### config.mk
export PLATFORM = sky130hd
export DESIGN_NAME = spi_move_decoder
export DESIGN_NICKNAME = d
export VERILOG_FILES = /design/src/rtl/spi_move_decoder_pkg.sv /design/src/rtl/move_fifo.sv /design/src/rtl/spi_move_decoder.sv
export SDC_FILE = /design/constraint.sdc
export NUM_CORES = 1
export LEC_CHECK = 0
export BUFFER_PORTS_ARGS = -buffer_cell sky130_fd_sc_hd__buf_4
export CAP_MARGIN = 30
export CORE_ASPECT_RATIO = 0.9
export CORE_UTILIZATION = 45
export CTS_CLUSTER_DIAMETER = 150
export DETAILED_ROUTE_END_ITERATION = 8
export GPL_TIMING_DRIVEN = 1
export PLACE_DENSITY = 0.66
export SYNTH_ARGS = -nofsm -noshare
export SYNTH_HDL_FRONTEND = slang
export SYNTH_HIERARCHICAL = 1
export SYNTH_SLANG_ARGS = --single-unit
export TNS_END_PERCENT = 50
### constraint.sdc
create_clock -name CLK -period 5.6 [get_ports CLK]
set_clock_uncertainty 0.2 [all_clocks]
set_input_delay 1.12 -clock CLK [delete_from_list [all_inputs] [get_ports CLK]]
set_output_delay 1.12 -clock CLK [all_outputs]
set_load 0.1 [all_outputs]
### src/rtl/spi_move_decoder_pkg.sv
// Shared opcodes, frame length, status bit positions and FSM encoding for the SPI move decoder.
package spi_move_decoder_pkg;

  localparam logic [7:0] OP_MOVE   = 8'h01;
  localparam logic [7:0] OP_STATUS = 8'h02;
  localparam logic [7:0] OP_STOP   = 8'h03;

  localparam int unsigned MOVE_LEN = 6;

  localparam int unsigned ST_OVF   = 7;
  localparam int unsigned ST_ERR   = 6;
  localparam int unsigned ST_FULL  = 5;
  localparam int unsigned ST_EMPTY = 4;

  localparam logic [1:0] S_IDLE    = 2'd0;
  localparam logic [1:0] S_ARGS    = 2'd1;
  localparam logic [1:0] S_DISCARD = 2'd2;

endpackage

### src/rtl/move_fifo.sv
// Show-ahead FIFO of MOVE entries; head, valid, full, empty and count are all registered.
module move_fifo #(
  parameter int unsigned W     = 33,
  parameter int unsigned DEPTH = 4,
  localparam int unsigned PTR_W = (DEPTH > 1) ? $clog2(DEPTH) : 1,
  localparam int unsigned CNT_W = $clog2(DEPTH + 1)
) (
  input  logic             clk,
  input  logic             reset,
  input  logic             push,
  input  logic [W-1:0]     wdata,
  input  logic             pop,
  input  logic             flush,
  output logic [W-1:0]     head,
  output logic             valid,
  output logic             full,
  output logic             empty,
  output logic [CNT_W-1:0] count,
  output logic             ovf_c
);

  logic [W-1:0]     mem_q [DEPTH];
  logic [W-1:0]     mem_d [DEPTH];
  logic [PTR_W-1:0] wr_ptr_q, wr_ptr_d, rd_ptr_q, rd_ptr_d;
  logic [CNT_W-1:0] cnt_q, cnt_d;
  logic [W-1:0]     head_q, head_d;
  logic             valid_q, valid_d, full_q, full_d;
  logic             do_push, do_pop;

  // A push into a full FIFO only succeeds when the head leaves in the same cycle.
  always_comb begin
    mem_d    = mem_q;
    wr_ptr_d = wr_ptr_q;
    rd_ptr_d = rd_ptr_q;
    cnt_d    = cnt_q;
    do_pop   = pop && valid_q;
    do_push  = push && (!full_q || do_pop);
    ovf_c    = push && full_q && !do_pop;
    if (flush) begin
      wr_ptr_d = '0;
      rd_ptr_d = '0;
      cnt_d    = '0;
    end else begin
      if (do_push) begin
        mem_d[wr_ptr_q] = wdata;
        wr_ptr_d        = wr_ptr_q + PTR_W'(1);
      end
      if (do_pop) rd_ptr_d = rd_ptr_q + PTR_W'(1);
      case ({do_push, do_pop})
        2'b10:   cnt_d = cnt_q + CNT_W'(1);
        2'b01:   cnt_d = cnt_q - CNT_W'(1);
        default: cnt_d = cnt_q;
      endcase
    end
    head_d  = mem_d[rd_ptr_d];
    valid_d = (cnt_d != '0);
    full_d  = (cnt_d == CNT_W'(DEPTH));
  end

  always_ff @(posedge clk or posedge reset) begin
    if (reset) begin
      for (int i = 0; i < int'(DEPTH); i++) mem_q[i] <= '0;
      wr_ptr_q <= '0;
      rd_ptr_q <= '0;
      cnt_q    <= '0;
      head_q   <= '0;
      valid_q  <= 1'b0;
      full_q   <= 1'b0;
    end else begin
      mem_q    <= mem_d;
      wr_ptr_q <= wr_ptr_d;
      rd_ptr_q <= rd_ptr_d;
      cnt_q    <= cnt_d;
      head_q   <= head_d;
      valid_q  <= valid_d;
      full_q   <= full_d;
    end
  end

  assign head  = head_q;
  assign valid = valid_q;
  assign full  = full_q;
  assign empty = !valid_q;
  assign count = cnt_q;

endmodule

### src/rtl/spi_move_decoder.sv
// Frames SPI bytes into MOVE/STATUS/STOP commands, queues moves for the step generator
// and reports a status byte back to the SPI master.
module spi_move_decoder
  import spi_move_decoder_pkg::*;
#(
  parameter int unsigned STEPS_W    = 16,
  parameter int unsigned PERIOD_W   = 16,
  parameter int unsigned DEPTH      = 4,
  parameter int unsigned MIN_PERIOD = 16
) (
  input  logic                CLK,
  input  logic                reset,
  input  logic                byte_received,
  input  logic [7:0]          byte_data,
  input  logic                ssel_active,
  output logic [7:0]          send_data,
  output logic                move_valid,
  input  logic                move_ready,
  output logic                move_dir,
  output logic [STEPS_W-1:0]  move_steps,
  output logic [PERIOD_W-1:0] move_period,
  output logic                abort
);

  localparam int unsigned W     = 1 + STEPS_W + PERIOD_W;
  localparam int unsigned CNT_W = $clog2(DEPTH + 1);
  localparam logic [PERIOD_W-1:0] MIN_P = PERIOD_W'(MIN_PERIOD);
  localparam logic [2:0] IDX_LAST = 3'(MOVE_LEN - 1);

  logic [1:0]          state_q, state_d;
  logic [2:0]          idx_q, idx_d;
  logic [23:0]         stage_q, stage_d;
  logic                dir_q, dir_d;
  logic                ssel_q;
  logic                ovf_q, ovf_d, err_q, err_d;
  logic                abort_q, abort_d;
  logic [7:0]          send_q, send_d;
  logic                push_c, flush_c, ssel_fall_c;
  logic [STEPS_W-1:0]  steps_c;
  logic [PERIOD_W-1:0] period_raw_c, period_c;
  logic [W-1:0]        wdata_c, head;
  logic                fifo_full, fifo_empty, fifo_ovf_c;
  logic [CNT_W-1:0]    fifo_count;

  // Stage holds steps hi, steps lo, period hi; period lo arrives with the final strobe.
  always_comb begin
    steps_c      = STEPS_W'(stage_q[23:8]);
    period_raw_c = PERIOD_W'({stage_q[7:0], byte_data});
    period_c     = (period_raw_c < MIN_P) ? MIN_P : period_raw_c;
    wdata_c      = {dir_q, steps_c, period_c};
    ssel_fall_c  = ssel_q && !ssel_active;
  end

  always_comb begin
    state_d = state_q;
    idx_d   = idx_q;
    stage_d = stage_q;
    dir_d   = dir_q;
    ovf_d   = ovf_q;
    err_d   = err_q;
    abort_d = 1'b0;
    push_c  = 1'b0;
    flush_c = 1'b0;
    case (state_q)
      S_IDLE: begin
        if (byte_received) begin
          case (byte_data)
            OP_MOVE: begin
              state_d = S_ARGS;
              idx_d   = 3'd1;
            end
            OP_STATUS: begin
              ovf_d = 1'b0;
              err_d = 1'b0;
            end
            OP_STOP: begin
              flush_c = 1'b1;
              abort_d = 1'b1;
            end
            default: begin
              err_d   = 1'b1;
              state_d = S_DISCARD;
            end
          endcase
        end
      end
      S_ARGS: begin
        if (byte_received) begin
          if (idx_q == 3'd1) dir_d = byte_data[0];
          else               stage_d = {stage_q[15:0], byte_data};
          if (idx_q == IDX_LAST) begin
            state_d = S_IDLE;
            push_c  = (steps_c != '0);
          end else begin
            idx_d = idx_q + 3'd1;
          end
        end else if (ssel_fall_c) begin
          err_d   = 1'b1;
          state_d = S_IDLE;
        end
      end
      S_DISCARD: begin
        if (ssel_fall_c) state_d = S_IDLE;
      end
      default: state_d = S_IDLE;
    endcase
    if (fifo_ovf_c) ovf_d = 1'b1;
    send_d           = '0;
    send_d[ST_OVF]   = ovf_d;
    send_d[ST_ERR]   = err_d;
    send_d[ST_FULL]  = fifo_full;
    send_d[ST_EMPTY] = fifo_empty;
    send_d[3:0]      = 4'(fifo_count);
  end

  always_ff @(posedge CLK or posedge reset) begin
    if (reset) begin
      state_q <= S_IDLE;
      idx_q   <= '0;
      stage_q <= '0;
      dir_q   <= 1'b0;
      ssel_q  <= 1'b0;
      ovf_q   <= 1'b0;
      err_q   <= 1'b0;
      abort_q <= 1'b0;
      send_q  <= 8'h10;
    end else begin
      state_q <= state_d;
      idx_q   <= idx_d;
      stage_q <= stage_d;
      dir_q   <= dir_d;
      ssel_q  <= ssel_active;
      ovf_q   <= ovf_d;
      err_q   <= err_d;
      abort_q <= abort_d;
      send_q  <= send_d;
    end
  end

  move_fifo #(.W(W), .DEPTH(DEPTH)) u_fifo (
    .clk   (CLK),
    .reset (reset),
    .push  (push_c),
    .wdata (wdata_c),
    .pop   (move_ready),
    .flush (flush_c),
    .head  (head),
    .valid (move_valid),
    .full  (fifo_full),
    .empty (fifo_empty),
    .count (fifo_count),
    .ovf_c (fifo_ovf_c)
  );

  assign move_dir    = head[W-1];
  assign move_steps  = head[PERIOD_W +: STEPS_W];
  assign move_period = head[PERIOD_W-1:0];
  assign send_data   = send_q;
  assign abort       = abort_q;

endmodule
; Yosys cells after proc, flatten, opt, wreduce, memory -nomap -nowiden
; Index checks and enable logic that the tools add are counted.
[totals]
reg_bits = 215
in_bits = 13
output_inout_bits = 43
elab_cells = 110
[classes]
add_sub_neg = 5
order_cmp = 4
eq_ne = 16
n_mux = 41
bitwise = 3
reduce_logical = 22
[op_table]
columns = op, count
row1 = 132-bit 2-to-1 mux, 2
row2 = 132-bit bitwise mux, 1
row3 = 33-bit 2-to-1 mux, 3
row4 = 33-bit binary-select mux with 2-bit select, 1
row5 = 33-bit demux with 2-bit select, 1
row6 = "8-bit by 2-bit equality test with 1-bit output, second input constant", 2
row7 = "16-bit by 5-bit < comparator with 1-bit output, second input constant", 1
row8 = 16-bit 2-to-1 mux, 1
row9 = 2-bit 2-to-1 mux, 8
row10 = 16-bit nonzero test, 1
row11 = 3-bit 2-to-1 mux, 5
row12 = 1-bit 2-to-1 mux, 13
row13 = 3-bit one-hot mux with 2 select lines, 2
row14 = 3-bit AND reduction, 3
row15 = "8-bit by 1-bit equality test with 1-bit output, second input constant", 1
row16 = "2-bit != test, second input constant", 4
row17 = "3-bit by 1-bit adder with 3-bit output, second input constant", 2
row18 = "3-bit equality test, second input constant", 2
row19 = "3-bit >= comparator, second input constant", 2
row20 = 1-bit logical AND, 6
row21 = 2-bit inverter with 3-bit output, 2
row22 = 2-bit one-hot mux with 3 select lines, 1
row23 = 5-bit AND reduction, 1
row24 = "2-bit by 1-bit adder with 2-bit output, second input constant", 2
row25 = 16 further kinds, 24

; Longest topological paths before layout
; Gate-level depths: netlist of the first run.
[logic_depth]
ltp_word = 11
mapped_depth = 11
depth_no_buf = 11

; Modules after synthesis
; Netlist of the first run, hierarchy kept.
[modules_own_cells]
columns = module, instances, cells_per_inst, area_each_um2, seq_area_each_um2
row1 = move_fifo, 1, 732, 8388.0, 4354.2
row2 = spi_move_decoder, 1, 143, 1790.5, 977.2

; Least setup slack after synthesis of the first run
; OpenSTA, ideal clock, no wires.
[synth_path]
path_type = in2reg
startpoint = input byte_received
endpoint = register u_fifo.full_q (netlist: u_fifo/full)
setup_time_ns = 0.088
t_arrival_ns = 3.351
setup_slack_ns = 1.961
path_stages = 10
path_buffers = 1
cell_sequence = buf_2 -> nand3b_4 -> nor3_1 -> nand2_1 -> ha_1 -> fa_1 -> xnor2_1 -> or3_1 -> a21oi_1 -> nor3b_1
[synth_via]
elab_chain_cells = 7
word_cells_on_any_way = 10
[synth_lines]
columns = element, line
row1 = start: declaration, spi_move_decoder.sv:13  ; input logic byte_received,
row2 = 1-bit 2-to-1 mux (*), spi_move_decoder.sv:88  ; if (byte_received) begin
row3 = 1-bit 2-to-1 mux (*), spi_move_decoder.sv:64  ; case (state_q)
row4 = net push_c, spi_move_decoder.sv:38  ; logic push_c, flush_c, ssel_fall_c;
row5 = 1-bit logical AND (*), move_fifo.sv:37  ; do_push = push && (!full_q || do_pop);
row6 = 2-bit by 1-bit equality test with 1-bit output / 2-bit equality test (equally long branches), move_fifo.sv:49  ; case ({do_push, do_pop})
row7 = 3-bit one-hot mux with 2 select lines (*), move_fifo.sv:49
row8 = 3-bit 2-to-1 mux (*), move_fifo.sv:39  ; if (flush) begin
row9 = net u_fifo.cnt_d[2], move_fifo.sv:25  ; logic [CNT_W-1:0] cnt_q, cnt_d;
row10 = 3-bit equality test (*), move_fifo.sv:57  ; full_d = (cnt_d == CNT_W'(DEPTH));
row11 = net u_fifo.full_d, move_fifo.sv:27  ; logic valid_q, valid_d, full_q, full_d;
row12 = end signal: assignment, move_fifo.sv:76  ; full_q <= full_d;
row13 = end: declaration, move_fifo.sv:27
; The timed path passes the listed nets; every way through them passes the cells marked *.
; A chain may end at the register's enable or synchronous reset.

; Final worst setup path of the first run
[layout_path]
startpoint = input byte_data[4]
endpoint = register u_fifo.head_q[2] (netlist: u_fifo/head[2])
[layout_via]
elab_chain_cells = 9
word_cells_on_any_way = 14
[layout_lines]
columns = element, line
row1 = start: declaration, spi_move_decoder.sv:14  ; input logic [7:0] byte_data,
row2 = 8-bit by 2-bit equality test with 1-bit output (*), -
row3 = 1-bit 2-to-1 mux (*) (3 in a row), -
row4 = net abort_d, spi_move_decoder.sv:36  ; logic abort_q, abort_d;
row5 = 2-bit 2-to-1 mux, move_fifo.sv:39
row6 = 2-bit inverter with 3-bit output (not written as such), move_fifo.sv:55  ; head_d = mem_d[rd_ptr_d];
row7 = 33-bit binary-select mux with 2-bit select (*), move_fifo.sv:55
row8 = 33-bit 2-to-1 mux (not written as such) (*) (2 in a row), move_fifo.sv:55
row9 = net u_fifo.head_d[2], move_fifo.sv:26  ; logic [W-1:0] head_q, head_d;
row10 = end signal: assignment, move_fifo.sv:66  ; head_q <= '0;
row11 = end signal: assignment, move_fifo.sv:74  ; head_q <= head_d;
row12 = end: declaration, move_fifo.sv:26
; The timed path passes the listed nets; every way through them passes the cells marked *. The select of a mux whose other input is x is not followed.

==> results of run 1 <==
-- metrics by stage --
| stage | cells | area, um^2 | util |
|---|---|---|---|
| global placement | 1144 | 10600 | 0.485 |
| global route | 1188 | 11400 | 0.520 |
| detailed placement | 1144 | 10600 | 0.485 |
| finish | 1188 | 11400 | 0.520 |
| floorplan | 875 | 10200 | - |
| CTS | 1188 | 11400 | 0.520 |
-- routing by layer --
metal	GRT usage	vias up
met5	0	-
met3	0.0416	54
li1	-	3334
met2	0.345	178
met1	0.321	3652
met4	0.0617	0
-- flip-flops by register name (all words and copies together) (netlist names), named ones only --
name             cells
u_fifo/rd_ptr_q      2
u_fifo/full          1
state_q              2
ssel_q               1
u_fifo/valid         1
u_fifo/mem_q       132
idx_q                3
u_fifo/head         33
abort                1
send_data            6
stage_q             24
dir_q                1
u_fifo/wr_ptr_q      2
u_fifo/count         3
-- cell usage after synthesis (3+ instances only) --
cell type / n / area [um^2]
nand3_1: 3 / 15.0
inv_1: 10 / 37.5
nor4_1: 28 / 175
nor4_2: 11 / 138
mux2_2: 25 / 282
dfrtp_1: 212 / 5310
nor3_1: 4 / 20.0
nand2b_1: 4 / 25.0
buf_2: 36 / 180
a21o_1: 133 / 998
nor3b_1: 5 / 37.5
ha_1: 7 / 87.6
o21ai_0: 4 / 20.0
clkbuf_2: 5 / 25.0
a21oi_1: 5 / 25.0
and3_1: 133 / 832
a2111oi_0: 22 / 193
and4_1: 3 / 26.3
and2_1: 5 / 31.3
buf_6: 11 / 124
buf_4: 7 / 52.6
nand2_1: 7 / 26.3
clkbuf_1: 35 / 131
xnor2_1: 3 / 26.3
and3b_1: 5 / 43.8
a211oi_1: 99 / 743
nor2_1: 8 / 30.0
a2111oi_2: 10 / 150
-- power breakdown --
| part | switching (uW) | total, uW | internal (uW) | leakage [uW] |
|---|---|---|---|---|
| Sequential | 17.7 | 1580 | 1560 | 0.00295 |
| Combinational | 202 | 265 | 63.0 | 0.00353 |
| Clock | 634 | 1570 | 938 | 0.000387 |
-- kinds of logic after synthesis --
family / Yosys count
AND/OR/NAND/NOR: 227
other: 1
adder cells (fa/ha/maj): 8
multiplexers: 26
XOR/XNOR: 4
flip-flops: 213
buffers and inverters: 105
AO/OA/AOI/OAI: 291
-- worst max-delay path: stages --
cell,delay (ns)
buf_4,0.13
nor4_4,0.49
and4_2,0.74
inv_1,0.20
o211ai_2,0.11
buf_4,0.48
a211oi_1,0.10
nor4_1,0.59
-- area by class of cell --
| cell class | count | share of cell area |
|---|---|---|
| clock buffer | 34 | 0.0596 |
| clock inverter | 10 | 0.00934 |
| inverter | 10 | 0.00362 |
| multi-input combinational | 557 | 0.378 |
| sequential | 213 | 0.468 |
| tap | 291 | 0.0320 |
| timing repair buffer | 73 | 0.0492 |
-- worst min path at each step --
stage,from,endpoint,slack (ns),cells past startpoint
final,u_fifo/count[2],send_data[2],0.19,0
after global routing,u_fifo/full,send_data[5],0.21,0
after CTS,u_fifo/count[2],send_data[2],0.20,0
after detailed placement,u_fifo/count[2],send_data[2],0.17,0
after floorplan,u_fifo/count[2],send_data[2],0.16,0
after global placement,u_fifo/full,send_data[5],0.19,0
==> out/results.txt, run 1 <==
run status -> finished clean
CTS tree -> done
drt total wl -> 24800 um
Die Width -> 161 um
Synth cell types -> 57
Hold Worst Slack -> 0.189 ns
Die Ht -> 145 um
gp weighted congestion -> 0.778
register area share after synthesis -> 0.524
post-synthesis register bit count -> 213
post-synthesis mux area share -> 0.0286
first-pass GRT wire length -> 40700 um
post-layout min period -> 3.84 ns
worst r2r src -> idx_q[1]
final setup violation count -> 0
Hold/Removal Path Class -> flip-flop to flip-flop
Setup crit start kind -> primary input
DRC -> 0
CTS sink count -> 213
layout cells sized above 1 -> 0.195
Worst Setup SP -> byte_data[4]
max-cap violations -> 0
fin crit share -> 0.685
Synth Cell Area -> 0.0102 mm^2
vias -> 7218
antenna violations before repair -> 0
die area -> 0.0232 mm^2
Via density -> 6.08
DR top layer -> met4
area used by multi-input combinational logic -> 0.00431 mm^2
Leakage -> 0.00687 uW
Max Root-Sink Buffers -> 3
R2R setup slack -> 2.07 ns
number of synthesized flops with an enable pin -> 0
vias in the first global route -> 7346
Post-CTS Hold Buffers -> 0
number of I/O port buffers -> 54
most frequent cells in the layout -> dfrtp_1 (212), a21o_1 (133), and3_1 (133), a211oi_1 (99), buf_4 (72)
met2 wire length -> 10800 um
setup ws final -> 1.76 ns
largest family of logic cells by synthesized area -> compound AO/OA/AOI/OAI gates
core area -> 0.0219 mm^2
Total GRT Usage -> 0.223
Power, Total -> 3420 uW
FMAX -> 261 MHz
total iterations of the first detailed-routing run -> 4
M1 WL -> 12100 um
wire length on met3 -> 1320 um
number of routed nets with antenna violations -> 0
PwrDens -> 300 mW/mm^2
Worst setup endpoint -> u_fifo/head[2]
# resized after CTS -> 0
worst r2r dst -> u_fifo/full
largest net degree at the start of global routing -> 175
starting density of the core -> 0.465
most common cell after layout, fill and taps aside -> dfrtp_1
H-tree Lvls -> 1
Skew-Pair Late Insertion Delay -> 0.52 ns
RSZ-0062 raised after global routing -> false
Worst Setup Path Type -> primary input to flip-flop
Num CTS Buffers -> 24
Synth Flop Type -> dfrtp_1
Synthesized Nets -> 896
pins over their slew limit -> 0
ANT cells -> 0
Setup TNS -> 0 ns
Peak VDD IR -> 0.276 mV
Reg area -> 0.00533 mm^2
share of synthesized registers carrying an async set or reset -> 1.00
Compound-Gate Fraction of Synth Area -> 0.231
total grt overflow -> 0
WP data required -> 5.74 ns
num rows -> 51
Cells after Synth -> 875
worst slew pin tran -> 1.17 ns
Syn-to-layout area delta -> 11.9%
Fillers -> 1926
YS warnings -> 6
arrival time worst endpoint -> 3.98 ns
post-synthesis adder-cell area fraction -> 0.0106
Synth Area in XOR/XNOR -> 0.00344
initial DRC count -> 500
Setup WS pre-CTS -> 1.30 ns
Clk pin slew, worst setup/hold paths -> 0.05 ns
relative slew slack -> 0.218
CP max FO -> 33
Ports -> 56
layout net count -> 900
r2r worst-path depth -> 11
Mean Syn Cell Area -> 11.6 um^2
endpoint class of the critical path -> flip-flop
simple-gate share of the synthesized area -> 0.148
root buffer cell -> clkbuf_16
Detail Placement HPWL -> 13900 um
Hold Fails Final Rpt -> 0
postcts setup bufs -> 0
WL/cell -> 20.9 um
Power figures use the tool's default switching activity.
==> run 2: changes to the inputs <==
--- a/config.mk
+++ b/config.mk
@@ -5,6 +5,7 @@
 export SDC_FILE = /design/constraint.sdc
 export NUM_CORES = 1
 export LEC_CHECK = 0
+export ABC_AREA = 1
 export BUFFER_PORTS_ARGS = -buffer_cell sky130_fd_sc_hd__buf_4
 export CAP_MARGIN = 30
 export CORE_ASPECT_RATIO = 0.9
@@ -12,7 +13,7 @@
 export CTS_CLUSTER_DIAMETER = 150
 export DETAILED_ROUTE_END_ITERATION = 8
 export GPL_TIMING_DRIVEN = 1
-export PLACE_DENSITY = 0.66
+export PLACE_DENSITY = 0.63
 export SYNTH_ARGS = -nofsm -noshare
 export SYNTH_HDL_FRONTEND = slang
 export SYNTH_HIERARCHICAL = 1
==> constraint.sdc (replaced) <==
create_clock -name CLK -period 3.55 [get_ports CLK]
set_clock_uncertainty 0.2 [all_clocks]
set_input_delay 0.71 -clock CLK [delete_from_list [all_inputs] [get_ports CLK]]
set_output_delay 0.71 -clock CLK [all_outputs]
set_load 0.1 [all_outputs]
==> run 2 against run 1 <==
Effect of this change:
- die area increased by 22%
- sequential share of layout area is 8.4 points lower
- utilization down 0.72 points
- sequential power up 62%
- count of clock-buffer cells in the layout grew 2
- cell area grew 22%
- worst hold slack worse by 0.081 ns
- critical path type is now flip-flop to flip-flop
==> out/results.txt, run 2 <==
Via density -> 4.88 (-20%)
YS warnings -> 6 (unchanged)
Total GRT Usage -> 0.232 (+0.00886)
share of synthesized registers carrying an async set or reset -> 1.00 (unchanged)
gp weighted congestion -> 0.800 (+2.9%)
pins over their slew limit -> 0 (unchanged)
number of routed nets with antenna violations -> 0 (unchanged)
number of synthesized flops with an enable pin -> 0 (unchanged)
WP data required -> 3.81 ns (-1.93 ns)
top cell type by total area after synthesis -> dfrtp_1
Post-CTS Hold Buffers -> 0 (unchanged)
layout net count -> 1855 (+110%)
number of I/O port buffers -> 54 (unchanged)
Synth Cell Area -> 0.0124 mm^2 (+22%)
fin crit share -> 0.810
starting density of the core -> 0.459 (-0.00576)
Hold Fails Final Rpt -> 0 (unchanged)
placed cells -> 2161 (+89%)
Die Ht -> 160 um (+10%)
endpoint class of the critical path -> flip-flop
core area -> 0.0270 mm^2 (+23%)
vias in the first global route -> 10300 (+40%)
Synth cell types -> 33 (-42%)
Mean Syn Cell Area -> 6.79 um^2 (-42%)
root buffer cell -> clkbuf_16
Die Width -> 177 um (+10%)
total iterations of the first detailed-routing run -> 5 (+1)
Worst Setup Path Type -> flip-flop to flip-flop
Skew-Pair Late Insertion Delay -> 0.52 ns (about the same)
FMAX -> 348 MHz
Synth Flop Type -> dfrtp_1
most common cell after layout, fill and taps aside -> nand2_1
drt total wl -> 31400 um (+27%)
Syn-to-layout area delta -> 11.8%
Synthesized Nets -> 1849 (+110%)
layout cells sized above 1 -> 0.0768 (-0.118)
Setup crit start kind -> flip-flop
Setup TNS -> 0 ns (unchanged)
post-layout min period -> 2.88 ns
DRC -> 0 (unchanged)
final setup violation count -> 0 (unchanged)
worst slew pin tran -> 0.887 ns (-0.286 ns)
H-tree Lvls -> 1 (unchanged)
Leakage -> 0.00753 uW (+9.7%)
most frequent cells in the layout -> nand2_1 (501), inv_1 (271), nor2_1 (259), nand3_1 (245), dfrtp_1 (212)
DR top layer -> met4
num rows -> 57 (+12%)
postcts setup bufs -> 0 (unchanged)
commonest cells in the netlist -> nand2_1 (501), inv_1 (273), nor2_1 (259)
vias -> 10700 (+49%)
Ports -> 56 (unchanged)
Cells after Synth -> 1828 (+110%)
arrival time worst endpoint -> 3.13 ns (-0.85 ns)
relative slew slack -> 0.408 (+0.191)
Clk pin slew, worst setup/hold paths -> 0.06 ns (about the same)
M1 WL -> 15100 um (+25%)
initial DRC count -> 813 (+63%)
Hold/Removal Path Class -> primary input to flip-flop
met2 wire length -> 14300 um (+32%)
Detail Placement HPWL -> 18800 um (+35%)
Power, Total -> 6390 uW (+87%)
Peak VDD IR -> 0.279 mV (+0.92%)
WL/cell -> 14.3 um (-32%)
max-cap violations -> 0 (unchanged)
register area share after synthesis -> 0.429 (-0.0943)
max reg flops -> 132 (unchanged)
total grt overflow -> 0 (unchanged)
count leader, synth -> nand2_1
wire length on met3 -> 1290 um (-2.8%)
die area -> 0.0283 mm^2 (+22%)
Max Root-Sink Buffers -> 3 (unchanged)
Hold Worst Slack -> 0.108 ns (-0.0809 ns)
CTS sink count -> 213 (unchanged)
post-synthesis register bit count -> 213 (unchanged)
ANT cells -> 0 (unchanged)
CTS tree -> done
run status -> finished clean
PwrDens -> 461 mW/mm^2 (+54%)
antenna violations before repair -> 0 (unchanged)
CP max FO -> 8 (-76%)
RSZ-0062 raised after global routing -> false
Synth top area share -> 0.427 (-0.0939)
largest reg by FF count -> u_fifo/mem_q
largest net degree at the start of global routing -> 109 (-38%)
Synth area leaders -> dfrtp_1 (43%), nand2_1 (15%), nand3_1 (9.9%)
Num CTS Buffers -> 25 (+4.2%)
first-pass GRT wire length -> 52800 um (+30%)
non-filler cells, final -> 2204 (+86%)
# resized after CTS -> 0 (unchanged)
[run 2: cell type report]
cell class              instances  area [um^2]
clock buffers                  36          737
clock inverters                 7         60.1
fillers                      2657        13200
inverters                     278         1050
multi-input cells            1233         5540
flip-flops and latches        213         5330
well taps                     354          443
repair buffers                 83          711
[run 2: worst paths after layout]
kind | startpoint | end | slack [ns] | depth (start not counted)
worst max-delay path | state_q[1] | u_fifo/valid | 0.67 | 12
worst min-delay path | ssel_active | ssel_q | 0.11 | 1
worst max register to register | state_q[1] | u_fifo/valid | 0.67 | 12
worst min register to register | u_fifo/count[2] | send_data[2] | 0.22 | 0
max in group asynchronous | reset | u_fifo/head[16] | 2.22 | 3
min in group asynchronous | reset | ssel_q | 0.14 | 3
[run 2: through the flow]
stage / cell area [um^2] / worst slack, ns / utilization
floorplan: 12400 / 0.415 / -
global placement: 13100 / 0.427 / 0.484
detailed placement: 13100 / 0.370 / 0.484
CTS: 13900 / 0.689 / 0.513
global route: 13900 / 0.328 / 0.513
finish: 13900 / 0.674 / 0.513
[run 2: power breakdown]
group          leakage (uW)  switching, uW  internal (uW)
clock network      0.000401           1010           1500
logic               0.00503           1010            313
registers           0.00210           51.1           2510
total               0.00753           2070           4330
[run 2: cells by family after synthesis]
logic type,Yosys count,synth area share
AO/OA/AOI/OAI,67,0.0284
XOR/XNOR,1,0.000706
adder cells (fa/ha/maj),8,0.00867
buffers and inverters,382,0.125
flip-flops,213,0.429
other,1,0.000302
AND/OR/NAND/NOR,1156,0.407
[run 2: critical path, cell delays in order (launching register included)]
cell,delay (ns)
dfrtp_1,0.37
inv_1,0.08
nand2_2,0.12
nor2_8,0.16
nand3_1,0.09
a21oi_1,0.37
nand2_1,0.16
ha_1,0.25
fa_1,0.49
nor2_1,0.04
nor3_1,0.31
inv_1,0.08
nand3b_1,0.09
[run 2: metal layers]
layer  vias to the layer above  GRT usage
li1                       5506          -
met1                      4995      0.328
met2                       197      0.372
met3                        50     0.0270
met4                         0     0.0658
met5                         -          0
==> run 3: changes to the inputs <==
--- a/config.mk
+++ b/config.mk
@@ -13,7 +13,7 @@
 export CTS_CLUSTER_DIAMETER = 150
 export DETAILED_ROUTE_END_ITERATION = 8
 export GPL_TIMING_DRIVEN = 1
-export PLACE_DENSITY = 0.63
+export PLACE_DENSITY = 0.66
 export SYNTH_ARGS = -nofsm -noshare
 export SYNTH_HDL_FRONTEND = slang
 export SYNTH_HIERARCHICAL = 1
==> constraint.sdc (replaced) <==
create_clock -name CLK -period 2.4 [get_ports CLK]
set_clock_uncertainty 0.2 [all_clocks]
set_input_delay 0.48 -clock CLK [delete_from_list [all_inputs] [get_ports CLK]]
set_output_delay 0.48 -clock CLK [all_outputs]
set_load 0.1 [all_outputs]
==> run 3 against run 2 <==
Effect of this change:
- utilization increased by 3.5 points
- via count grew 6.9%
- total power grew 49%
- die area unchanged
- sequential power grew 48%
- final cell count increased by 3.5%
- highest routed layer unchanged
==> out/results.txt, run 3 (synthesis results as in run 2) <==
run status -> finished clean
Detail Placement HPWL -> 20700 um (+9.8%)
CTS sink count -> 213 (unchanged)
Total GRT Usage -> 0.238 (+0.00597)
most common cell after layout, fill and taps aside -> nand2_1
drt total wl -> 34000 um (+8.2%)
Setup TNS -> 0 ns (unchanged)
Max Root-Sink Buffers -> 3 (unchanged)
Hold/Removal Path Class -> primary input to flip-flop
largest reg by FF count -> u_fifo/mem_q
CP max FO -> 3 (-5)
Leakage -> 0.00803 uW (+6.6%)
layout net count -> 1935 (+4.3%)
Syn-to-layout area delta -> 19.4%
Skew-Pair Late Insertion Delay -> 0.52 ns (about the same)
DRC -> 0 (unchanged)
largest stage delay on the critical path -> 0.53 ns (+0.04 ns)
most frequent cells in the layout -> nand2_1 (499), inv_1 (269), nor2_1 (257), nand3_1 (242), dfrtp_1 (212)
cell area after placement -> 0.0137 mm^2 (+4.9%)
GR Layer Usage met2 -> 0.392 (+0.0197)
Sequential Power Share -> 0.398 (-0.003)
number of I/O port buffers -> 54 (unchanged)
relative slew slack -> 0.614 (+0.205)
H-tree Lvls -> 1 (unchanged)
starting density of the core -> 0.459 (unchanged)
P_sw -> 3100 uW (+50%)
Worst Setup Path Type -> flip-flop to flip-flop
RSZ-0062 raised after global routing -> true
total grt overflow -> 0 (unchanged)
antenna violations before repair -> 0 (unchanged)
gp weighted congestion -> 0.840 (+5.1%)
vias in the first global route -> 10900 (+5.6%)
GR Layer Usage met3 -> 0.0308 (+0.00382)
total iterations of the first detailed-routing run -> 5 (unchanged)
arrival time worst endpoint -> 2.65 ns (-0.48 ns)
core area -> 0.0270 mm^2 (unchanged)
post-layout min period -> 2.39 ns (-0.485 ns)
pins over their slew limit -> 0 (unchanged)
die area -> 0.0283 mm^2 (unchanged)
ANT cells -> 0 (unchanged)
Ports -> 56 (unchanged)
Via density -> 5.04 (+3.3%)
WL/cell -> 14.9 um (+4.5%)
M1 GR Usage -> 0.321 (-0.00725)
FMAX -> 418 MHz (+20%)
final setup violation count -> 0 (unchanged)
num rows -> 57 (unchanged)
Clk pin slew, worst setup/hold paths -> 0.06 ns (about the same)
final instance area -> 0.0148 mm^2 (+6.8%)
endpoint class of the critical path -> flip-flop
Setup WS pre-CTS -> -0.225 ns (-0.595 ns)
Sw Ratio -> 0.325 (+0.00188)
first-pass GRT wire length -> 54400 um (+3.0%)
Reg area -> 0.00533 mm^2 (unchanged)
Hold Fails Final Rpt -> 0 (unchanged)
max reg flops -> 132 (unchanged)
area used by multi-input combinational logic -> 0.00565 mm^2 (+1.9%)
busiest layer in global routing -> met2
fin crit share -> 0.996 (+0.186)
Critical-path top delay cell -> fa_2
largest net degree at the start of global routing -> 71 (-35%)
CTS tree -> done
Num CTS Buffers -> 25 (unchanged)
WP data required -> 2.65 ns (-1.16 ns)
worst slew pin tran -> 0.580 ns (-0.308 ns)
root buffer cell -> clkbuf_16
max-cap violations -> 0 (unchanged)
Clk pwr share -> 0.379 (-0.014)
crit path cell chain -> inv_2, nand2_4, nor2_8, nand3_4, a21oi_4, nand2_2, ha_4, fa_2, nor2_2, nor3_2, inv_1, nand3b_1
Setup crit start kind -> flip-flop
Fillers -> 2504 (-5.8%)
number of routed nets with antenna violations -> 0 (unchanged)
Peak VDD IR -> 0.477 mV (+71%)
Comb pwr share -> 0.223 (+0.017)
Pint -> 6420 uW (+48%)
PwrDens -> 642 mW/mm^2 (+39%)
initial DRC count -> 956 (+18%)
setup ws final -> 0.00916 ns (-0.665 ns)
vias -> 11500 (+6.9%)
Die Width -> 177 um (unchanged)
layout cells sized above 1 -> 0.120 (+0.0431)
Die Ht -> 160 um (unchanged)
## run 3: timing repair
| item | CTS | global route |
|---|---|---|
| setup buffers | 1 | 9 |
| cloned | 0 | 5 |
| endpoints found under the hold margin | 50 | 0 |
| endpoints found under the setup margin | 18 | 39 |
| gates resized for setup | 4 | 27 |
| hold buffers | 2 | 0 |
| pin swaps | 0 | 6 |
## run 3: per-layer routing
layer / share of wire / vias to the layer above
met2: 0.47 / 376
met3: 0.067 / 62
li1: - / 5677
met1: 0.44 / 5376
met4: 0.028 / 0
met5: 0 / -
## run 3: area by class of cell
type	count	share of cell area
Clock inverter	4	0.00304
Timing Repair Buffer	162	0.107
Sequential cell	213	0.360
Multi-Input combinational cell	1234	0.381
Tap cell	354	0.0299
Inverter	278	0.0708
Clock buffer	37	0.0480
## run 3: power by group through the flow
stage / combinational, uW / clock (uW) / sequential, uW
floorplan: 881 / 0 / 4490
global placement: 2080 / 0 / 3840
detailed placement: 2090 / 0 / 3840
CTS: 2100 / 3680 / 3780
global route: 2280 / 3810 / 3790
finish: 2120 / 3610 / 3780
## run 3: per-stage QoR
step	cells	util	hold WS (ns)	total power, uW
global placement	2224	0.507	0.206	5920
floorplan	1828	-	0.176	5370
detailed placement	2224	0.507	0.208	5930
finish	2282	0.548	0.138	9510
CTS	2268	0.537	0.126	9570
global route	2282	0.548	0.152	9890
## run 3: final timing paths
path                                  from                to  slack [ns]  depth (start not counted)
hold reg to reg            u_fifo/count[2]      send_data[2]        0.22                          0
setup reg to reg                state_q[1]      u_fifo/valid       0.009                         12
setup / recovery                state_q[1]      u_fifo/valid       0.009                         12
hold / removal                byte_data[5]        stage_q[5]        0.14                          4
min in group asynchronous            reset  u_fifo/mem_q[39]        0.38                          3
max in group asynchronous            reset  u_fifo/mem_q[88]        0.94                          4
## run 3: worst max-delay path: cells and delay by family, from the launching register on
kind | cells | cell delay, ns
adder cells (fa/ha/maj) | 2 | 0.70
flip-flops | 1 | 0.40
buffers and inverters | 2 | 0.15
AO/OA/AOI/OAI | 1 | 0.14
AND/OR/NAND/NOR | 7 | 0.75
